<file path="config.mk">
export PLATFORM = sky130hd
export DESIGN_NAME = cpu_regfile
export DESIGN_NICKNAME = d
export VERILOG_FILES = /design/src/rtl/cpu_regfile.sv
export SDC_FILE = /design/constraint.sdc
export NUM_CORES = 1
export LEC_CHECK = 0
export CORE_MARGIN = 1.5
export CORE_UTILIZATION = 60
export DETAILED_ROUTE_END_ITERATION = 6
export GPL_TIMING_DRIVEN = 0
export PLACE_DENSITY_LB_ADDON = 0.25
export SLEW_MARGIN = 0
export SYNTH_ARGS = -nofsm -noshare
export SYNTH_HDL_FRONTEND = slang
export SYNTH_SLANG_ARGS = --single-unit
export TNS_END_PERCENT = 10
</file>
<file path="constraint.sdc">
create_clock -name clk -period 4.65 [get_ports clk]
set_input_delay 0.93 -clock clk [delete_from_list [all_inputs] [get_ports clk]]
set_output_delay 0.93 -clock clk [all_outputs]
set_load 0.05 [all_outputs]
</file>
<file path="src/rtl/cpu_regfile.sv">
// Register file with two registered read ports, one write port with
// same-cycle forwarding, and a sequential one-register-per-cycle clear.
module cpu_regfile #(
    parameter int DATA_W = 8,
    parameter int ADDR_W = 4
) (
    input  logic                     clk,
    input  logic                     reset,
    input  logic                     write_en,
    input  logic [ADDR_W-1:0]        write_addr,
    input  logic [DATA_W-1:0]        write_data,
    input  logic                     clr,
    input  logic                     rd_en_a,
    input  logic [ADDR_W-1:0]        rd_addr_a,
    input  logic                     rd_en_b,
    input  logic [ADDR_W-1:0]        rd_addr_b,
    output logic [DATA_W-1:0]        rd_data_a,
    output logic [DATA_W-1:0]        rd_data_b,
    output logic                     wr_ack,
    output logic                     wr_drop,
    output logic                     busy,
    output logic [(2**ADDR_W)-1:0]   written
);

    localparam int N = 2**ADDR_W;
    localparam logic [ADDR_W-1:0] LAST_ADDR = ADDR_W'(N - 1);

    typedef enum logic {
        IDLE  = 1'b0,
        CLEAR = 1'b1
    } state_t;

    state_t              state_r;
    state_t              state_s;
    logic [ADDR_W-1:0]   cnt_r;
    logic [ADDR_W-1:0]   cnt_s;
    logic [DATA_W-1:0]   regs_r [N];
    logic                wr_accept_s;
    logic                wr_reject_s;
    logic [DATA_W-1:0]   rd_next_a_s;
    logic [DATA_W-1:0]   rd_next_b_s;

    // Next-state and clear-counter logic; clr is ignored once CLEAR is running.
    always_comb begin
        state_s = state_r;
        cnt_s   = cnt_r;
        case (state_r)
            IDLE: begin
                if (clr) begin
                    state_s = CLEAR;
                    cnt_s   = '0;
                end else begin
                    state_s = IDLE;
                    cnt_s   = cnt_r;
                end
            end
            CLEAR: begin
                cnt_s = cnt_r + ADDR_W'(1);
                if (cnt_r == LAST_ADDR) begin
                    state_s = IDLE;
                end else begin
                    state_s = CLEAR;
                end
            end
            default: begin
                state_s = IDLE;
                cnt_s   = '0;
            end
        endcase
    end

    // Write arbitration: a clear request or a running clear rejects the write.
    always_comb begin
        wr_accept_s = 1'b0;
        wr_reject_s = 1'b0;
        if (write_en) begin
            if ((state_r == IDLE) && !clr) begin
                wr_accept_s = 1'b1;
            end else begin
                wr_reject_s = 1'b1;
            end
        end else begin
            wr_accept_s = 1'b0;
            wr_reject_s = 1'b0;
        end
    end

    // Read-port source selection with write-to-read forwarding.
    always_comb begin
        rd_next_a_s = regs_r[rd_addr_a];
        rd_next_b_s = regs_r[rd_addr_b];
        if (state_r == CLEAR) begin
            rd_next_a_s = '0;
            rd_next_b_s = '0;
        end else begin
            if (wr_accept_s && (write_addr == rd_addr_a)) begin
                rd_next_a_s = write_data;
            end else begin
                rd_next_a_s = regs_r[rd_addr_a];
            end
            if (wr_accept_s && (write_addr == rd_addr_b)) begin
                rd_next_b_s = write_data;
            end else begin
                rd_next_b_s = regs_r[rd_addr_b];
            end
        end
    end

    // State register, clear counter and busy flag.
    always_ff @(posedge clk or negedge reset) begin
        if (!reset) begin
            state_r <= IDLE;
            cnt_r   <= '0;
            busy    <= 1'b0;
        end else begin
            state_r <= state_s;
            cnt_r   <= cnt_s;
            busy    <= (state_s == CLEAR);
        end
    end

    // Register array and written flags; clearing and writing never overlap.
    always_ff @(posedge clk or negedge reset) begin
        if (!reset) begin
            for (int i = 0; i < N; i++) begin
                regs_r[i] <= '0;
            end
            written <= '0;
        end else if (state_r == CLEAR) begin
            regs_r[cnt_r]  <= '0;
            written[cnt_r] <= 1'b0;
        end else if (wr_accept_s) begin
            regs_r[write_addr]  <= write_data;
            written[write_addr] <= 1'b1;
        end
    end

    // Registered read data and write handshake pulses.
    always_ff @(posedge clk or negedge reset) begin
        if (!reset) begin
            rd_data_a <= '0;
            rd_data_b <= '0;
            wr_ack    <= 1'b0;
            wr_drop   <= 1'b0;
        end else begin
            if (rd_en_a) begin
                rd_data_a <= rd_next_a_s;
            end
            if (rd_en_b) begin
                rd_data_b <= rd_next_b_s;
            end
            wr_ack  <= wr_accept_s;
            wr_drop <= wr_reject_s;
        end
    end

endmodule
</file>
Yosys cells after proc, flatten, opt, wreduce, memory -nomap -nowiden --
Index checks and enable logic that the tools add are counted.
Word-level totals: flip-flop bits (word level) 167, input port bits 26, output and inout port bits 35, logic and storage cells 89
Operators by class: add/subtract/negate cells 1, magnitude comparators 10, eq/ne operators 4, muxes and demuxes 32, bitwise gates (word level) 10, reductions and logical operators 9
Operators by type and width (number):
- $mux W128 | 2
- $and A128 B128 Y128 | 1
- $bwmux W128 | 1
- $not A128 Y128 | 1
- $mux W8 | 10
- $bmux W8 S4 | 2
- $demux W8 S4 | 2
- $mux W16 | 2
- $ge A5 B5 Y1 const B | 4
- $not A4 Y5 | 4
- $and A16 B16 Y16 | 1
- $not A16 Y16 | 1
- $or A16 B16 Y16 | 1
- $lt A4 B5 Y1 const B | 2
- $lt A5 B1 Y1 const B | 2
- $demux W1 S4 | 2
- $eq A4 B4 Y1 | 2
- $ge A4 B1 Y1 const B | 2
- $mux W1 | 8
- $pmux W4 S2 | 1
- $logic_and A1 B1 Y1 | 7
- $add A4 B1 Y4 const B | 1
- $eq A4 B4 Y1 const B | 1
- $mux W4 | 1
- 5 further kinds | 5

Depth between registers and ports, before layout --
Gate-level depths: netlist of the first run.
word-level depth 8, depth in mapped cells 7, gate-level depth less buffers 4

Worst setup path after synthesis of the first run --
Ideal clock, no wire load.
path kind in2reg, start point input rd_addr_b[3], end point register rd_data_b[4], setup time 126 ps, arrival 2457 ps, data required time 4524 ps, slack 2067 ps, stages 7, path buffers 3, cells stage by stage buf_2 -> buf_2 -> buf_2 -> mux4_2 -> a22oi_1 -> nand2_1 -> a221o_1
Between the ends: word-level cells in the longest chain between the ends 6, elaborated cells between the ends (all ways) 8, those cells by class 1 x eq/ne; 5 x mux; 1 x bitwise; 1 x reduce/logical
RTL lines:
- start: declaration | line 16 | input logic [ADDR_W-1:0] rd_addr_b,
- $not A4 Y5 (not written as such) | line 104 | rd_next_b_s = regs_r[rd_addr_b];
- $bmux W8 S4 | line 104
- $mux W8 (not written as such) (2 in series) | line 104
- $mux W8 (*) | line 101 | if (wr_accept_s && (write_addr == rd_addr_b)) begin
- $mux W8 (*) | line 92 | if (state_r == CLEAR) begin
- end signal: assignment | line 150 | rd_data_b <= rd_next_b_s;
- end: declaration | line 18 | output logic [DATA_W-1:0] rd_data_b,
Every way passes the cells marked *; elsewhere a longest branch is shown, timed or not. The select of a mux whose other input is x is not followed. A chain may end at the register's enable or synchronous reset.

Worst setup path after layout of the first run --
start point input clr, end point register regs_r[89] (netlist name)
Between the ends: word-level cells in the longest chain between the ends 5
RTL lines:
- start: declaration | line 12 | input logic clr,
- $logic_not A1 Y1 | line 77 | if ((state_r == IDLE) && !clr) begin
- $logic_and A1 B1 Y1 | line 77
- $mux W1 | line 77
- $mux W1 | line 76 | if (write_en) begin
- $reduce_bool A2 Y1 (no source line)
- end signal: indexed assignment | line 133 | regs_r[write_addr] <= write_data;
- end: declaration | line 37 | logic [DATA_W-1:0] regs_r [N];
No other way between the ends.

==> flow_metrics.env, run 1 <==
export IMPL_start_util_pct=61.8
export IMPL_finalInstanceArea_um2=9900
export IMPL_cts_tree="built"
export IMPL_postPlaceCellArea_um2=9330
export IMPL_drtIter0Drc=935
export IMPL_insertion_delay_ns=0.44
export IMPL_ys_seq_area_share_pct=48.5
export IMPL_antennaDiodeCount=0
export IMPL_p_leak_nw=4.48
export IMPL_crit_path_max_fanout=10
export IMPL_postCtsHoldBufs=0
export IMPL_syn_avg_cell_area_um2=13.5
export IMPL_core_area_um2=13900
export IMPL_cts_buffers=17
export IMPL_die_w_um=123
export IMPL_die_h_um=123
export IMPL_area_delta_synth_final_pct=14.9
export IMPL_track_usage_pct=37.4
export IMPL_detail_route_wl_per_cell_um=29.4
export IMPL_hold_class="register to register"
export IMPL_io_pins=61
export IMPL_drv_slew=0
export IMPL_critPathLaunchType="primary input"
export IMPL_synthesis_nets=666
export IMPL_post_cts_buffers=0
export IMPL_arrival_ns=3.38
export IMPL_crit_chain="clkdlybuf4s50_1, or3b_1, buf_6, nor4b_4, a21oi_2, a22o_1"
export IMPL_synth_cell_area_um2=8620
export IMPL_fin_skew_ns=0.00813
export IMPL_vias=6729
export IMPL_relSlewSlack_pct=7.03
export IMPL_maxCapViolations=0
export IMPL_fillCellCount=933
export IMPL_nNetsFinal=732
export IMPL_grt_pass1_vias=6866
export IMPL_cts_sinks=167
export IMPL_routed_via_density=7.54
export IMPL_timing_final_crit_share_pct=65.7
export IMPL_gp_congestion=0.959
export IMPL_syn_instance_count=636
export IMPL_crit_slowest_cell="nor4b_4"
export IMPL_synth_seq_cells=167
export IMPL_hold_viol_final=0
export IMPL_drive_gt1_share_pct=20.6
export IMPL_pwr_density_cell_nw_per_um2=424
export IMPL_cts_buffer_depth=2
export IMPL_rows=43
export IMPL_ant_nets=0
export IMPL_wl_mm=26.3
export IMPL_rr_worst_depth=5
export IMPL_peakVddDrop_v=0.000300
export IMPL_fin_crit_ns=3.06
export IMPL_cts_resized_gates=0
export IMPL_hpwl_mm=17.9
export IMPL_hold_path_depth=1
export IMPL_htree_num_levels=4
export IMPL_io_buffers=46
export IMPL_worst_pin_slew_ns=1.39
export IMPL_ys_warn_count=0
export IMPL_critPathKind="primary input to register"
export IMPL_hold_slack_ns=0.479
export IMPL_grt_pass1_wl_mm=40.1
export IMPL_grt_ovfl_total=0
export IMPL_die_area_um2=15100
export IMPL_fmax_mhz=327
export IMPL_cp_data_required_time_ns=4.97
export IMPL_ys_types=38
export IMPL_critPathMaxStageDelay_ns=0.71
export IMPL_rsz0062_at_grt="false"
export IMPL_path_delay_family="simple AND/OR/NAND/NOR gates"
export IMPL_grt_max_degree=100
export IMPL_path_depth=6
export IMPL_path_clk_slew_ns=0.06
export IMPL_outcome="complete, no violations"
export IMPL_end_kind="register"
export IMPL_drt_first_pass_iters=5
export IMPL_crit_buf_inv=2
export IMPL_cts_root_buf="clkbuf_16"
export IMPL_drcViolationCount=0
export IMPL_antenna_found_initial=0
export IMPL_setup_viol_count_final=0
-- where the power goes --
part           total (W)  switching, W  internal (W)
clock network    0.00139      0.000553      0.000842
logic            0.00107      0.000686      0.000380
registers        0.00174      0.000132       0.00161
-- sequential cells by signal (all words and copies together) (netlist names) --
name,flops
cnt_r,4
rd_data_a,8
rd_data_b,8
regs_r,128
state_r,1
wr_ack,1
wr_drop,1
written,16
-- cell usage after synthesis --
cell | number | area share [%]
nor3_4 | 8 | 1.5
mux4_2 | 64 | 17
a221o_1 | 16 | 1.9
a22oi_1 | 32 | 2.8
o21ai_0 | 3 | 0.17
nand2_1 | 46 | 2.0
a31oi_1 | 2 | 0.15
o31ai_1 | 1 | 0.087
nor4b_4 | 1 | 0.28
and4b_1 | 2 | 0.23
or4b_1 | 1 | 0.12
buf_4 | 4 | 0.35
nor2b_1 | 21 | 1.5
or3b_1 | 1 | 0.10
nand2b_1 | 6 | 0.44
inv_1 | 6 | 0.26
a22o_1 | 120 | 12
clkbuf_1 | 20 | 0.87
and3_1 | 1 | 0.073
a21oi_2 | 14 | 1.4
buf_2 | 18 | 1.0
nand3_1 | 1 | 0.058
a21o_1 | 18 | 1.6
nor4_4 | 6 | 1.5
nor3_1 | 3 | 0.17
nor3_2 | 2 | 0.23
xnor2_1 | 5 | 0.51
ha_1 | 4 | 0.58
a21oi_1 | 9 | 0.52
and2_1 | 2 | 0.15
xor2_1 | 5 | 0.51
buf_6 | 2 | 0.26
dfrtp_1 | 167 | 48
nor3b_2 | 1 | 0.15
clkbuf_2 | 1 | 0.058
and3b_1 | 1 | 0.10
nor2_1 | 12 | 0.52
buf_1 | 10 | 0.44
-- through the flow --
step	utilization [%]	std cells	setup TNS [ns]	setup slack [ns]	power, W
3_3_place_gp	66.8	862	-626.57	-3.76	0.00275
3_5_place_dp	67.0	863	0	1.19	0.00280
4_1_cts	71.0	893	0	1.64	0.00418
6_report	71.0	893	0	1.59	0.00420
2_1_floorplan	-	636	0	2.07	0.00244
5_1_grt	71.0	893	0	1.53	0.00434
-- routing by layer --
metal / share of wire (%) / track usage (%) / vias to the layer above
met2: 47 / 56.7 / 528
met4: 5.9 / 23.3 / 0
met3: 11 / 11.7 / 122
met5: 0 / 0 / -
li1: - / - / 2657
met1: 36 / 47.1 / 3422
-- final timing paths --
kind / start / endpoint / slack (ns)
setup reg to reg: state_r$_DFF_PN0_ / regs_r[89]$_DFFE_PN0P_ / 2.12
setup / recovery: clr / regs_r[89]$_DFFE_PN0P_ / 1.59
max in group asynchronous: reset / regs_r[33]$_DFFE_PN0P_ / 3.22
hold / removal: written[15]$_DFFE_PN0P_ / written[15]$_DFFE_PN0P_ / 0.48
hold reg to reg: written[15]$_DFFE_PN0P_ / written[15]$_DFFE_PN0P_ / 0.48
min in group asynchronous: reset / regs_r[94]$_DFFE_PN0P_ / 0.59
-- final cells by class --
cell class	instances	area [µm²]	share of cell area (%)
Inverter	6	22.5	0.228
Buffer	55	260	2.63
Multi-Input combinational cell	408	4160	42.0
Timing Repair Buffer	47	489	4.94
Clock buffer	27	503	5.08
Tap cell	180	225	2.28
Sequential cell	167	4180	42.2
Clock inverter	3	65.1	0.657
-- cell families (layout without fill, tap and decap cells) --
group                    Yosys count  after routing  share of synthesized area [%]
AO/OA/AOI/OAI                    215            215                           20.8
multiplexers                      64             64                           16.7
XOR/XNOR                          10             10                           1.02
buffers and inverters             61            138                           3.28
flip-flops                       167            167                           48.5
AND/OR/NAND/NOR                  115            115                           9.13
adder cells (fa/ha/maj)            4              4                          0.581
-- cell usage in the layout (no fill, tap or decap), types with 4 or more instances in the layout --
master / n
a21o_1: 18
a21oi_1: 9
a21oi_2: 14
a221o_1: 16
a22o_1: 120
a22oi_1: 32
buf_1: 10
buf_2: 18
buf_4: 4
clkbuf_1: 26
clkbuf_16: 17
clkbuf_8: 4
clkdlybuf4s50_1: 45
dfrtp_1: 167
ha_1: 4
inv_1: 6
mux4_2: 64
nand2_1: 46
nand2b_1: 6
nor2_1: 12
nor2b_1: 21
nor3_4: 8
nor4_4: 6
xnor2_1: 5
xor2_1: 5
Power figures use the tool's default switching activity.
==> run 2, diff against run 1 <==
--- a/config.mk
+++ b/config.mk
@@ -6,7 +6,7 @@
 export NUM_CORES = 1
 export LEC_CHECK = 0
 export CORE_MARGIN = 1.5
-export CORE_UTILIZATION = 60
+export CORE_UTILIZATION = 59
 export DETAILED_ROUTE_END_ITERATION = 6
 export GPL_TIMING_DRIVEN = 0
 export PLACE_DENSITY_LB_ADDON = 0.25
==> constraint.sdc (replaced) <==
create_clock -name clk -period 3.1 [get_ports clk]
set_input_delay 0.62 -clock clk [delete_from_list [all_inputs] [get_ports clk]]
set_output_delay 0.62 -clock clk [all_outputs]
set_load 0.05 [all_outputs]
==> run 2 against run 1 <==
- critical path depth unchanged
- largest cell class unchanged
- highest routed layer unchanged
- first-iteration DRC count is 6.0% higher
- cell count up 0.11%
- largest power group unchanged
- hold slack worse by 0.36 ns
- register-to-register slack worse by 1.6 ns
- sequential share of layout area is 0.17 points lower
- combinational power increased by 50%
- die area rose by 1.7%
==> flow_metrics.env, run 2 (synthesis results as in run 1) <==
export IMPL_outcome="complete, no violations"
export IMPL_pwr_density_cell_nw_per_um2=648
export IMPL_core_area_um2=14000
export IMPL_cts_buffers=17
export IMPL_ant_nets=0
export IMPL_reg2reg_from="state_r$_DFF_PN0_"
export IMPL_crit_buf_inv=2
export IMPL_drive_gt1_share_pct=21.0
export IMPL_crit_path_max_fanout=10
export IMPL_antennaDiodeCount=0
export IMPL_insertion_delay_ns=0.44
export IMPL_drcViolationCount=0
export IMPL_rows=43
export IMPL_setup_viol_count_final=0
export IMPL_htree_num_levels=4
export IMPL_power_frac_seq_pct=40.6
export IMPL_fin_ws_ns=0.296
export IMPL_drtIter0Drc=991
export IMPL_grt_max_degree=108
export IMPL_cts_resized_gates=0
export IMPL_critPathLaunchType="primary input"
export IMPL_track_usage_pct=37.0
export IMPL_gp_congestion=0.925
export IMPL_worst_pin_slew_ns=1.26
export IMPL_critPathMaxStageDelay_ns=0.77
export IMPL_die_h_um=124
export IMPL_fin_skew_ns=0.0137
export IMPL_fin_tns_setup_ns=0
export IMPL_p_comb_share_pct=24.9
export IMPL_nNetsFinal=732
export IMPL_fin_util_pct=70.8
export IMPL_drt_first_pass_iters=5
export IMPL_postCtsHoldBufs=0
export IMPL_area_delta_synth_final_pct=15.3
export IMPL_hold_slack_ns=0.116
export IMPL_cp_data_required_time_ns=3.42
export IMPL_p_clk_share_pct=34.5
export IMPL_reg2reg_setup_slack_ns=0.49
export IMPL_swShare_pct=32.6
export IMPL_start_util_pct=61.4
export IMPL_hpwl_mm=17.9
export IMPL_pre_cts_ws_ns=-0.0560
export IMPL_largest_register_ffs=128
export IMPL_path_delay_family="simple AND/OR/NAND/NOR gates"
export IMPL_io_pins=61
export IMPL_timing_final_crit_share_pct=90.4
export IMPL_grt_pass1_vias=6683
export IMPL_cts_tree="built"
export IMPL_seqCellArea_um2=4180
export IMPL_intPower_w=0.00434
export IMPL_routed_via_density=7.58
export IMPL_io_buffers=46
export IMPL_maxCapViolations=0
export IMPL_grt_pass1_wl_mm=40.1
export IMPL_vias=6777
export IMPL_antenna_found_initial=0
export IMPL_fillCellCount=944
export IMPL_rr_worst_depth=5
export IMPL_r2r_end="regs_r[90]$_DFFE_PN0P_"
export IMPL_fin_crit_ns=2.80
export IMPL_detail_route_wl_per_cell_um=29.7
export IMPL_regMostFlops="regs_r"
export IMPL_p_leak_nw=4.50
export IMPL_drv_slew=0
export IMPL_relSlewSlack_pct=15.8
export IMPL_crit_slowest_cell="nor4b_4"
export IMPL_arrival_ns=3.12
export IMPL_end_kind="register"
export IMPL_rsz0062_at_grt="false"
export IMPL_hold_viol_final=0
export IMPL_post_cts_buffers=0
export IMPL_fmax_mhz=357
export IMPL_cts_root_buf="clkbuf_16"
export IMPL_path_clk_slew_ns=0.06
export IMPL_multi_input_area_um2=4160
export IMPL_die_w_um=124
export IMPL_critPathKind="primary input to register"
export IMPL_grt_ovfl_total=0
export IMPL_most_common_layout_cells="dfrtp_1, a22o_1, mux4_2"
export IMPL_peakVddDrop_v=0.000527
export IMPL_switchingPower_w=0.00210
export IMPL_final_common_cell="dfrtp_1"
export IMPL_cts_sinks=167
export IMPL_hold_class="primary input to asynchronous set/reset pin"
export IMPL_die_area_um2=15300
export IMPL_crit_chain="clkdlybuf4s50_1, or3b_1, buf_6, nor4b_4, a21oi_2, a22o_1"
export IMPL_cts_buffer_depth=2
export IMPL_reg_largest_list="regs_r (128), written (16)"
export IMPL_wl_mm=26.5
-- run 2: area by class of cell --
type | count | area share, %
clock inverter | 9 | 1.51
timing repair buffer | 47 | 4.96
sequential | 167 | 42.0
tap | 180 | 2.27
inverter | 6 | 0.227
multi-input combinational | 408 | 41.8
buffer | 55 | 2.62
clock buffer | 22 | 4.57
-- run 2: worst max-delay path by stage --
stage                             start                  endpoint  slack [ns]  cells past startpoint
after CTS                           clr    regs_r[27]$_DFFE_PN0P_        0.37                      6
after detailed placement  write_addr[2]    regs_r[61]$_DFFE_PN0P_       -0.06                      6
after floorplan            rd_addr_b[3]  rd_data_b[4]$_DFFE_PN0P_        0.83                      7
after global placement            reset    regs_r[35]$_DFFE_PN0P_       -5.02                      1
final                               clr    regs_r[90]$_DFFE_PN0P_        0.30                      6
after global routing      write_addr[2]    regs_r[62]$_DFFE_PN0P_        0.24                      6
-- run 2: per-stage QoR --
step,std cells,total power [W],cell area (µm²)
6_report,894,0.00644,9940
4_1_cts,894,0.00641,9940
5_1_grt,894,0.00663,9940
3_3_place_gp,862,0.00414,9300
3_5_place_dp,863,0.00420,9340
2_1_floorplan,636,0.00366,8620
-- run 2: power groups by stage --
stage	Sequential (W)	Clock, W	Combinational, W
2_1_floorplan	0.00273	0	0.000924
3_3_place_gp	0.00261	0	0.00152
3_5_place_dp	0.00264	0	0.00156
4_1_cts	0.00260	0.00223	0.00158
5_1_grt	0.00263	0.00231	0.00169
6_report	0.00261	0.00222	0.00160
-- run 2: per-layer routing --
metal / global-route usage, % / up-vias / wire length [µm]
met5: 0 / - / 0
met4: 20.2 / 0 / 1430
met3: 10.3 / 108 / 3150
met2: 55.6 / 586 / 12200
met1: 49.4 / 3431 / 9780
li1: - / 2652 / -
